$ cat src/rtl/instr_fetch.sv
// Instruction fetch unit: one outstanding memory read at a time. The address to
// fetch always comes from the branch facility (i_next_instr_addr), latched once
// after reset and again in each cycle an instruction is handed to the identify
// stage. Any protocol or alignment problem parks the unit in a terminal error
// state until reset.
// Vectors use big-endian bit numbering: bit 0 is the MSB.
module instr_fetch #(
    parameter logic [0:63] RESET_ADDR = 64'h0
) (
    input  logic        i_clk,
    input  logic        i_rst,
    input  logic [0:63] i_next_instr_addr,
    output logic        o_stall,
    output logic        o_mem_req_valid,
    input  logic        i_mem_req_ready,
    output logic [0:63] o_mem_addr,
    input  logic        i_mem_rsp_valid,
    input  logic [0:31] i_mem_rsp_data,
    input  logic        i_mem_rsp_err,
    output logic [0:31] o_instr,
    output logic [0:63] o_instr_addr,
    output logic        o_instr_valid,
    input  logic        i_instr_ready,
    output logic [31:0] o_fetch_count,
    output logic        o_err,
    output logic [1:0]  o_err_code
);

    typedef enum logic [2:0] {
        StIdle,
        StReq,
        StWait,
        StOut,
        StErr
    } state_e;

    localparam logic [1:0] ErrNone       = 2'b00;
    localparam logic [1:0] ErrMisaligned = 2'b01;
    localparam logic [1:0] ErrBus        = 2'b10;
    localparam logic [1:0] ErrUnexpected = 2'b11;

    state_e      state_q, state_d;
    logic [0:63] addr_q, addr_d;
    logic [0:31] instr_q, instr_d;
    logic [31:0] count_q, count_d;
    logic [1:0]  err_code_q, err_code_d;

    logic misaligned;
    logic handshake;

    // Word alignment: the two LSBs (bits 62 and 63 in this numbering) must be 0.
    assign misaligned = (addr_q[62:63] != 2'b00);

    // A response arriving in OUT is an error and takes priority over delivery.
    assign handshake = (state_q == StOut) && i_instr_ready && !i_mem_rsp_valid;

    // State and datapath registers, asynchronously reset.
    always_ff @(posedge i_clk or posedge i_rst) begin
        if (i_rst) begin
            state_q    <= StIdle;
            addr_q     <= RESET_ADDR;
            instr_q    <= '0;
            count_q    <= '0;
            err_code_q <= ErrNone;
        end else begin
            state_q    <= state_d;
            addr_q     <= addr_d;
            instr_q    <= instr_d;
            count_q    <= count_d;
            err_code_q <= err_code_d;
        end
    end

    // Next-state and datapath update rules.
    always_comb begin
        state_d    = state_q;
        addr_d     = addr_q;
        instr_d    = instr_q;
        count_d    = count_q;
        err_code_d = err_code_q;
        unique case (state_q)
            StIdle: begin
                if (i_mem_rsp_valid) begin
                    state_d    = StErr;
                    err_code_d = ErrUnexpected;
                end else begin
                    addr_d  = i_next_instr_addr;
                    state_d = StReq;
                end
            end
            StReq: begin
                // A misaligned address never reaches the bus.
                if (misaligned) begin
                    state_d    = StErr;
                    err_code_d = ErrMisaligned;
                end else if (i_mem_rsp_valid) begin
                    // Memory latency is at least one cycle, so even a response
                    // coinciding with the accept cannot belong to this request.
                    state_d    = StErr;
                    err_code_d = ErrUnexpected;
                end else if (i_mem_req_ready) begin
                    state_d = StWait;
                end
            end
            StWait: begin
                if (i_mem_rsp_valid) begin
                    if (i_mem_rsp_err) begin
                        state_d    = StErr;
                        err_code_d = ErrBus;
                    end else begin
                        instr_d = i_mem_rsp_data;
                        state_d = StOut;
                    end
                end
            end
            StOut: begin
                if (i_mem_rsp_valid) begin
                    state_d    = StErr;
                    err_code_d = ErrUnexpected;
                end else if (handshake) begin
                    addr_d  = i_next_instr_addr;
                    count_d = count_q + 32'd1;
                    state_d = StReq;
                end
            end
            StErr: begin
                state_d = StErr;
            end
            default: begin
                state_d = StIdle;
            end
        endcase
    end

    // Moore outputs per state, plus the stall release in the handshake cycle.
    always_comb begin
        o_stall         = 1'b1;
        o_mem_req_valid = 1'b0;
        o_instr_valid   = 1'b0;
        o_err           = 1'b0;
        unique case (state_q)
            StIdle: o_stall = 1'b0;
            StReq:  o_mem_req_valid = !misaligned;
            StWait: o_stall = 1'b1;
            StOut: begin
                o_instr_valid = 1'b1;
                o_stall       = !handshake;
            end
            StErr:  o_err = 1'b1;
            default: o_stall = 1'b1;
        endcase
        // The state register reads IDLE during reset, but the branch facility
        // must stay held until reset is released.
        if (i_rst) begin
            o_stall = 1'b1;
        end
    end

    assign o_mem_addr    = addr_q;
    assign o_instr_addr  = addr_q;
    assign o_instr       = instr_q;
    assign o_fetch_count = count_q;
    assign o_err_code    = err_code_q;

endmodule

$ cat config.mk
export PLATFORM = sky130hd
export DESIGN_NAME = instr_fetch
export DESIGN_NICKNAME = d
export VERILOG_FILES = /design/src/rtl/instr_fetch.sv
export SDC_FILE = /design/constraint.sdc
export NUM_CORES = 1
export LEC_CHECK = 0
export CAP_MARGIN = 20
export CORE_MARGIN = 2
export CORE_UTILIZATION = 35
export DETAILED_ROUTE_END_ITERATION = 10
export PLACE_DENSITY = 0.71
export REMOVE_ABC_BUFFERS = 1
export SLEW_MARGIN = 30
export SYNTH_ARGS = -nofsm -noshare
export SYNTH_HDL_FRONTEND = slang
export SYNTH_SLANG_ARGS = --single-unit
$ cat constraint.sdc
create_clock -name i_clk -period 10 [get_ports i_clk]
set_input_delay 1 -clock i_clk [delete_from_list [all_inputs] [get_ports i_clk]]
set_output_delay 1 -clock i_clk [all_outputs]
set_load 0.02 [all_outputs]
==> summary.txt, run 1 <==
Synthesis
  • Most area-hungry cell type in the Yosys netlist: dfrtp_1
  • Most used DFF post-synth: dfrtp_1
  • Syn avg cell area: roughly 13 µm²
  • Synthesized flop and latch total: between 100 and 150
  • Sequential element share of the synthesized area: 0.5580
  • Synthesized area: 0.005964 mm²
  • FFs w/ async S/R, synth: 1.000
  • Area contributors post-synth: dfrtp_1, mux2_2, buf_4, mux2_1, xnor2_1
  • Number of synthesized flops with an enable pin: 0
  • Area share of the largest cell type after synthesis: 0.5580
  • Distinct cell type count of the synthesized netlist: 37
  • Number of warning messages in the yosys log: 0
  • Number of instances in the synthesized netlist: about 450

Power and ir drop
  • Max rail drop VDD: between 0.15 and 0.2 mV
  • Power per standard cell area: 292.1 mW/mm²
  • Leak Pwr: slightly below 4 nW
  • Power Total: roughly 2.7 mW

STA
  • Final number of max-transition violations: 0
  • Period utilisation layout: 0.3988
  • Final Hold Fails: 0
  • Max frequency: 250.8 MHz
  • # setup viols final: 0
  • Max transition margin: 0.4362
  • Worst Max-Slew Pin Slew: 845.7 ps
  • Setup TNS after final layout: 0 ps
  • Worst clock skew: around 9 ps
  • Unrepaired setup endpoints after global routing: no
  • Min Hold Slack: between 400 and 500 ps
  • Post-layout minimum cycle time: 3988 ps

Critical path
  • Number of cell instances on the worst register-to-register path: 4
  • Cell with the largest stage delay on the worst path: clkdlybuf4s50_1
  • Cell chain of the critical path: clkdlybuf4s50_1 -> nor2_2 -> and2_0 -> o21ai_0 -> clkdlybuf4s50_1
  • Worst-path maximum fanout: 8
  • Classification of the worst setup path: in2out
  • CP required: about 9000 ps
  • Worst path arrival time: 2990 ps
  • CP max stage delay: approximately 600 ps
  • FF-to-FF End: o_instr_addr[40]
  • Setup slack, reg-to-reg: slightly below 8000 ps
  • Worst setup SP type: input port
  • Worst path most repeated cell: clkdlybuf4s50_1
  • Category of the worst setup path capture point: primary output
  • Worst reg2reg startpoint: state_q[1]

Clocking
  • CTS tree: built
  • Clock slew seen by the registers of the worst setup and hold paths: about 60 ps
  • Count of cells resized by post-cts repair: 0
  • Clock buffers created by TritonCTS: 17
  • Number of levels the H-tree was split into: 4
  • CTS hold repair buffers: 0
  • Clock Latency Late Sink: 410 ps
  • Number of sinks handled by clock tree synthesis: ~130
  • Clock Root Buffer: clkbuf_16
  • Post-CTS repair timing setup buffer count: 0
  • Maximum clock path buffer count: 2

Finish
  • Area used by sequential logic in the layout: 0.003328 mm²
  • Fillers: 1402
  • Multi-input gate area: between 0.0015 and 0.002 mm²
  • Synth-to-layout area growth: 54.37%
  • Antenna Cells: 0
  • Proportion of layout cells with a drive suffix above 1: 0.1728
  • Fin nets: roughly 800

Status
  • Status: completed

Placed design
  • Count of input and output buffers: between 200 and 300
  • Final HPWL DP: about 12000 µm
  • RD Place Congestion: a little over 0.8

Min path
  • Startpoint of the worst hold path: o_fetch_count[31]
  • Kind of path behind the tightest hold check: reg2reg
  • Worst hold stages: 1
  • Min-Delay Endpoint: o_fetch_count[31]

Drt
  • Total number of vias: between 4000 and 5000
  • Final routed wire length divided by cell count: about 17 µm
  • First-pass DRT Iterations: 5
  • DRC errors left: 0
  • Per-cell via count in the routed design: 4.672
  • Iter 0 DRT Violations: ~130
  • Number of routed nets with antenna violations: 0
  • Detailed Route WL: approximately 16000 µm

GRT
  • Initial antenna violation count: 0
  • First-pass GRT wire length: between 20000 and 25000 µm
  • Overflow left after global routing: 0
  • Largest net degree at the start of global routing: 75
  • GRT Overall Usage: 0.1779
  • Number of global-route vias before repair: around 4500

Floorplan
  • Horiz. Die Dim: between 100 and 150 µm
  • Die outline area: approximately 0.018 mm²
  • Num ports: 300
  • Core Footprint: 0.01664 mm²
  • Standard-cell rows: 47
  • Effective utilization at floorplan: 0.3584
  • Overall die height: between 100 and 150 µm

Flow run
  • Max Cap Viol: 0
sequential cells by signal, summed over array words and instances, names as in the netlist:
register and cells:
o_fetch_count 32, o_err_code 2, state_q 3, o_instr_addr 64
o_instr 32
metrics by stage:
step,setup slack (ps),cells,utilization,instance area (µm²)
after floorplan,4131,372,-,5358
after global routing,5885,926,0.5533,9208
after CTS,6020,926,0.5530,9204
final,6012,926,0.5533,9208
after detailed placement,6016,894,0.5198,8651
after global placement,6093,894,0.5198,8651
worst max-delay path, delay by kind of cell:
| kind | cells | cell delay, ps |
|---|---|---|
| buf+inv | 2 | 1160 |
| compound gates | 1 | 150 |
| simple gates | 2 | 670 |
cell type report:
class,instances,area share
repair buffers,302,0.3279
inverters,9,0.003941
flip-flops and latches,133,0.3615
multi-input cells,230,0.2167
well taps,220,0.02990
clock inverters,13,0.01196
clock buffers,19,0.04810
Yosys cell counts, drive strengths merged, types with 9 or more instances:
cell type	instances
dfrtp	133
mux2	97
buf	79
xnor2	20
nor2	16
nand4	14
nand3	12
xor2	11
nand2	10
nor3	10
inv	9
layout by cell type (no fill, tap or decap), types with 2 or more instances in the layout:
cell type	instances
a211oi_1	2
a21oi_1	3
a31oi_1	2
and3_1	5
and4_1	4
buf_4	2
clkbuf_16	17
clkdlybuf4s50_1	299
clkinv_2	5
clkinv_4	2
clkinvlp_4	5
dfrtp_1	133
inv_1	8
mux2_1	20
mux2_2	77
nand2_1	10
nand2b_1	2
nand3_1	12
nand4_1	13
nor2_1	15
nor3_1	10
nor4_2	5
o21ai_0	5
xnor2_1	20
xor2_1	11
kinds of logic (layout without fill, tap and decap cells):
kind of cell	Yosys count	in the layout	share of synthesized area
flip-flops	133	133	0.5580
multiplexers	97	97	0.1831
buffers and inverters	90	343	0.1074
AND/OR/NAND/NOR	86	86	0.08622
XOR/XNOR	31	31	0.04552
AO/OA/AOI/OAI	15	15	0.01762
adder cells (fa/ha/maj)	1	1	0.002097
how the worst max path moves through the flow:
stage / from / end / slack [ps] / depth (start not counted)
after global placement: i_mem_rsp_valid / o_stall / 6090 / 5
after floorplan: i_rst / o_stall / 4130 / 2
after global routing: i_rst / o_stall / 5890 / 4
after detailed placement: i_mem_rsp_valid / o_stall / 6020 / 5
final: i_mem_rsp_valid / o_stall / 6010 / 5
after CTS: i_mem_rsp_valid / o_stall / 6020 / 5
per-layer routing:
layer,vias up,GRT usage,wire length [µm]
met5,-,0,0
met4,0,0.06667,265
met3,20,0.06344,1309
met2,195,0.3138,8477
met1,2130,0.1974,6030
li1,1981,-,-
where the power goes:
group	total [mW]	leakage, nW	switching, mW	internal [mW]
logic	1.27	1.96	0.609	0.659
registers	0.842	1.68	0.143	0.699
clock network	0.580	0.261	0.234	0.346
total	2.69	3.91	0.986	1.70
Power figures use the tool's default switching activity.
==> run 2, diff against run 1 <==
PLACE_DENSITY = 0.73   (was 0.71)
clock period = 3.37 ns   (was 10 ns; I/O delays follow)
==> summary.txt, run 2 (same netlist as run 1, synthesis figures left out) <==
Finish
  • Fin nets: between 700 and 800
  • Synth-to-layout area growth: 56.32%
  • Number of flip-flops under the largest register name: between 60 and 70
  • Proportion of layout cells with a drive suffix above 1: 0.1763
  • Filler-free cell count of the finished design: slightly above 900
  • Finished Cell Area: slightly above 0.009 mm²
  • Most frequent cells in the layout: clkdlybuf4s50_1, dfrtp_1, mux2_2
  • Util after Layout: 0.5603
  • Most common cell after layout, fill and taps aside: clkdlybuf4s50_1
  • Antenna Cells: 0

Critical path
  • Classification of the worst setup path: reg2out
  • CP required: 3030 ps
  • Worst-path maximum fanout: 18
  • Setup slack, reg-to-reg: about 1200 ps
  • Worst path arrival time: between 2000 and 3000 ps
  • Cell chain of the critical path: and3_1 -> and2_0 -> o21ai_0 -> clkdlybuf4s50_1
  • Category of the worst setup path capture point: primary output
  • Cell with the largest stage delay on the worst path: dfrtp_1
  • CP max stage delay: about 650 ps
  • Total buffers and inverters traversed by the critical path: 1
  • Worst path top cell family by delay: simple AND/OR/NAND/NOR gates
  • Worst setup SP type: register

Drt
  • Iter 0 DRT Violations: between 100 and 150
  • Per-cell via count in the routed design: 4.728
  • DRC errors left: 0
  • Total number of vias: about 4400
  • First-pass DRT Iterations: 4
  • Number of routed nets with antenna violations: 0
  • Final routed wire length divided by cell count: approximately 18 µm
  • Detailed Route WL: ~17000 µm

Power and ir drop
  • Max rail drop VDD: 0.5634 mV
  • Net switching power: around 3.0 mW
  • Fraction of power consumed by sequential logic: 0.303
  • Internal Pwr Total: about 5.3 mW
  • Leak Pwr: about 4.0 nW
  • Combinational share of power: 0.459
  • Share of total power consumed by net switching: 0.3597
  • Power per standard cell area: 887.4 mW/mm²
  • Share of power burned in the clock network: 0.238

STA
  • Max frequency: 352.2 MHz
  • Period utilisation layout: 0.8426
  • Worst Max-Slew Pin Slew: between 800 and 900 ps
  • Final number of max-transition violations: 0
  • Setup TNS after final layout: 0 ps
  • Post-layout minimum cycle time: 2840 ps
  • Final Hold Fails: 0
  • # setup viols final: 0
  • Max transition margin: 0.4526
  • Unrepaired setup endpoints after global routing: no
  • Worst clock skew: a little under 8 ps

Clocking
  • Number of levels the H-tree was split into: 4
  • Post-CTS repair timing setup buffer count: 0
  • Clock slew seen by the registers of the worst setup and hold paths: approximately 60 ps
  • Clock Root Buffer: clkbuf_16
  • Clock buffers created by TritonCTS: 17
  • Number of sinks handled by clock tree synthesis: between 100 and 150
  • Clock Latency Late Sink: around 410 ps
  • Count of cells resized by post-cts repair: 0
  • CTS tree: built
  • CTS hold repair buffers: 0
  • Maximum clock path buffer count: 2

GRT
  • Largest net degree at the start of global routing: 70
  • First-pass GRT wire length: approximately 25000 µm
  • Initial antenna violation count: 0
  • GRT Overall Usage: 0.1801
  • Overflow left after global routing: 0
  • Number of global-route vias before repair: 4589

Floorplan
  • Die outline area: between 0.015 and 0.02 mm²
  • Effective utilization at floorplan: 0.3584
  • Horiz. Die Dim: 134.5 µm
  • Core Footprint: between 0.015 and 0.02 mm²
  • Standard-cell rows: 47
  • Num ports: 300
  • Overall die height: roughly 130 µm

Flow run
  • Max Cap Viol: 0

Placed design
  • RD Place Congestion: slightly above 0.8
  • Final HPWL DP: roughly 13000 µm
  • Count of input and output buffers: between 200 and 300
  • Placement Cell Area: 0.008693 mm²
  • Cell total after placement: about 900

Status
  • Status: completed

Min path
  • Kind of path behind the tightest hold check: in2async
==> run 2: cell count changes in the layout (fill, tap and decap cells not counted) <==
cell        previous run  this run
clkinvlp_4             5         2
buf_16                 0         1
inv_6                  0         4
clkbuf_8               1         0
buf_4                  2         4
clkinv_2               5         2
bufinv_16              1         4
==> run 2: layer usage <==
metal | share of wire | track usage | up-vias
li1 | - | - | 1984
met1 | 0.40 | 0.2108 | 2199
met2 | 0.52 | 0.3166 | 192
met3 | 0.073 | 0.05818 | 17
met4 | 0.012 | 0.05205 | 0
met5 | 0 | 0 | -
==> run 2: worst paths after layout <==
check,start,endpoint,cells after the start
max,state_q[1],o_stall,4
min,i_rst,o_instr_addr[47],3
max reg2reg,state_q[1],o_instr_addr[43],4
min reg2reg,o_fetch_count[31],o_fetch_count[31],1
max in group asynchronous,i_rst,o_instr[19],3
min in group i_clk,o_fetch_count[31],o_fetch_count[31],1
==> run 2: power by group through the flow <==
stage	logic, mW	registers [mW]	clock network, mW
finish	3.80	2.51	1.97
global route	3.98	2.57	2.10
CTS	3.84	2.52	2.01
detailed placement	3.83	2.54	0
global placement	3.76	2.51	0
floorplan	0.649	3.51	0
==> run 2: final cells by class <==
class	instances	area (µm²)
fill	1365	7318
sequential	133	3328
timing repair buffer	305	3062
multi-input combinational	230	1996
clock buffer	18	429.2
tap	220	275.3
clock inverter	14	197.7
inverter	9	36.28
==> run 2: worst reg2reg max path, cell delays in order (launching register included) <==
cell	delay (ps)
dfrtp_1	560
and3_1	330
o21ai_4	490
buf_4	360
mux2_2	370
==> run 2: through the flow <==
step                      setup WS [ps]  total power [mW]  hold slack [ps]
final                             530.4             8.274            475.0
after CTS                         508.8             8.373            483.5
after global placement            548.6             6.270            468.8
after floorplan                   -1173             4.163            468.7
after global routing              409.4             8.656            499.3
after detailed placement          748.5             6.371            472.5
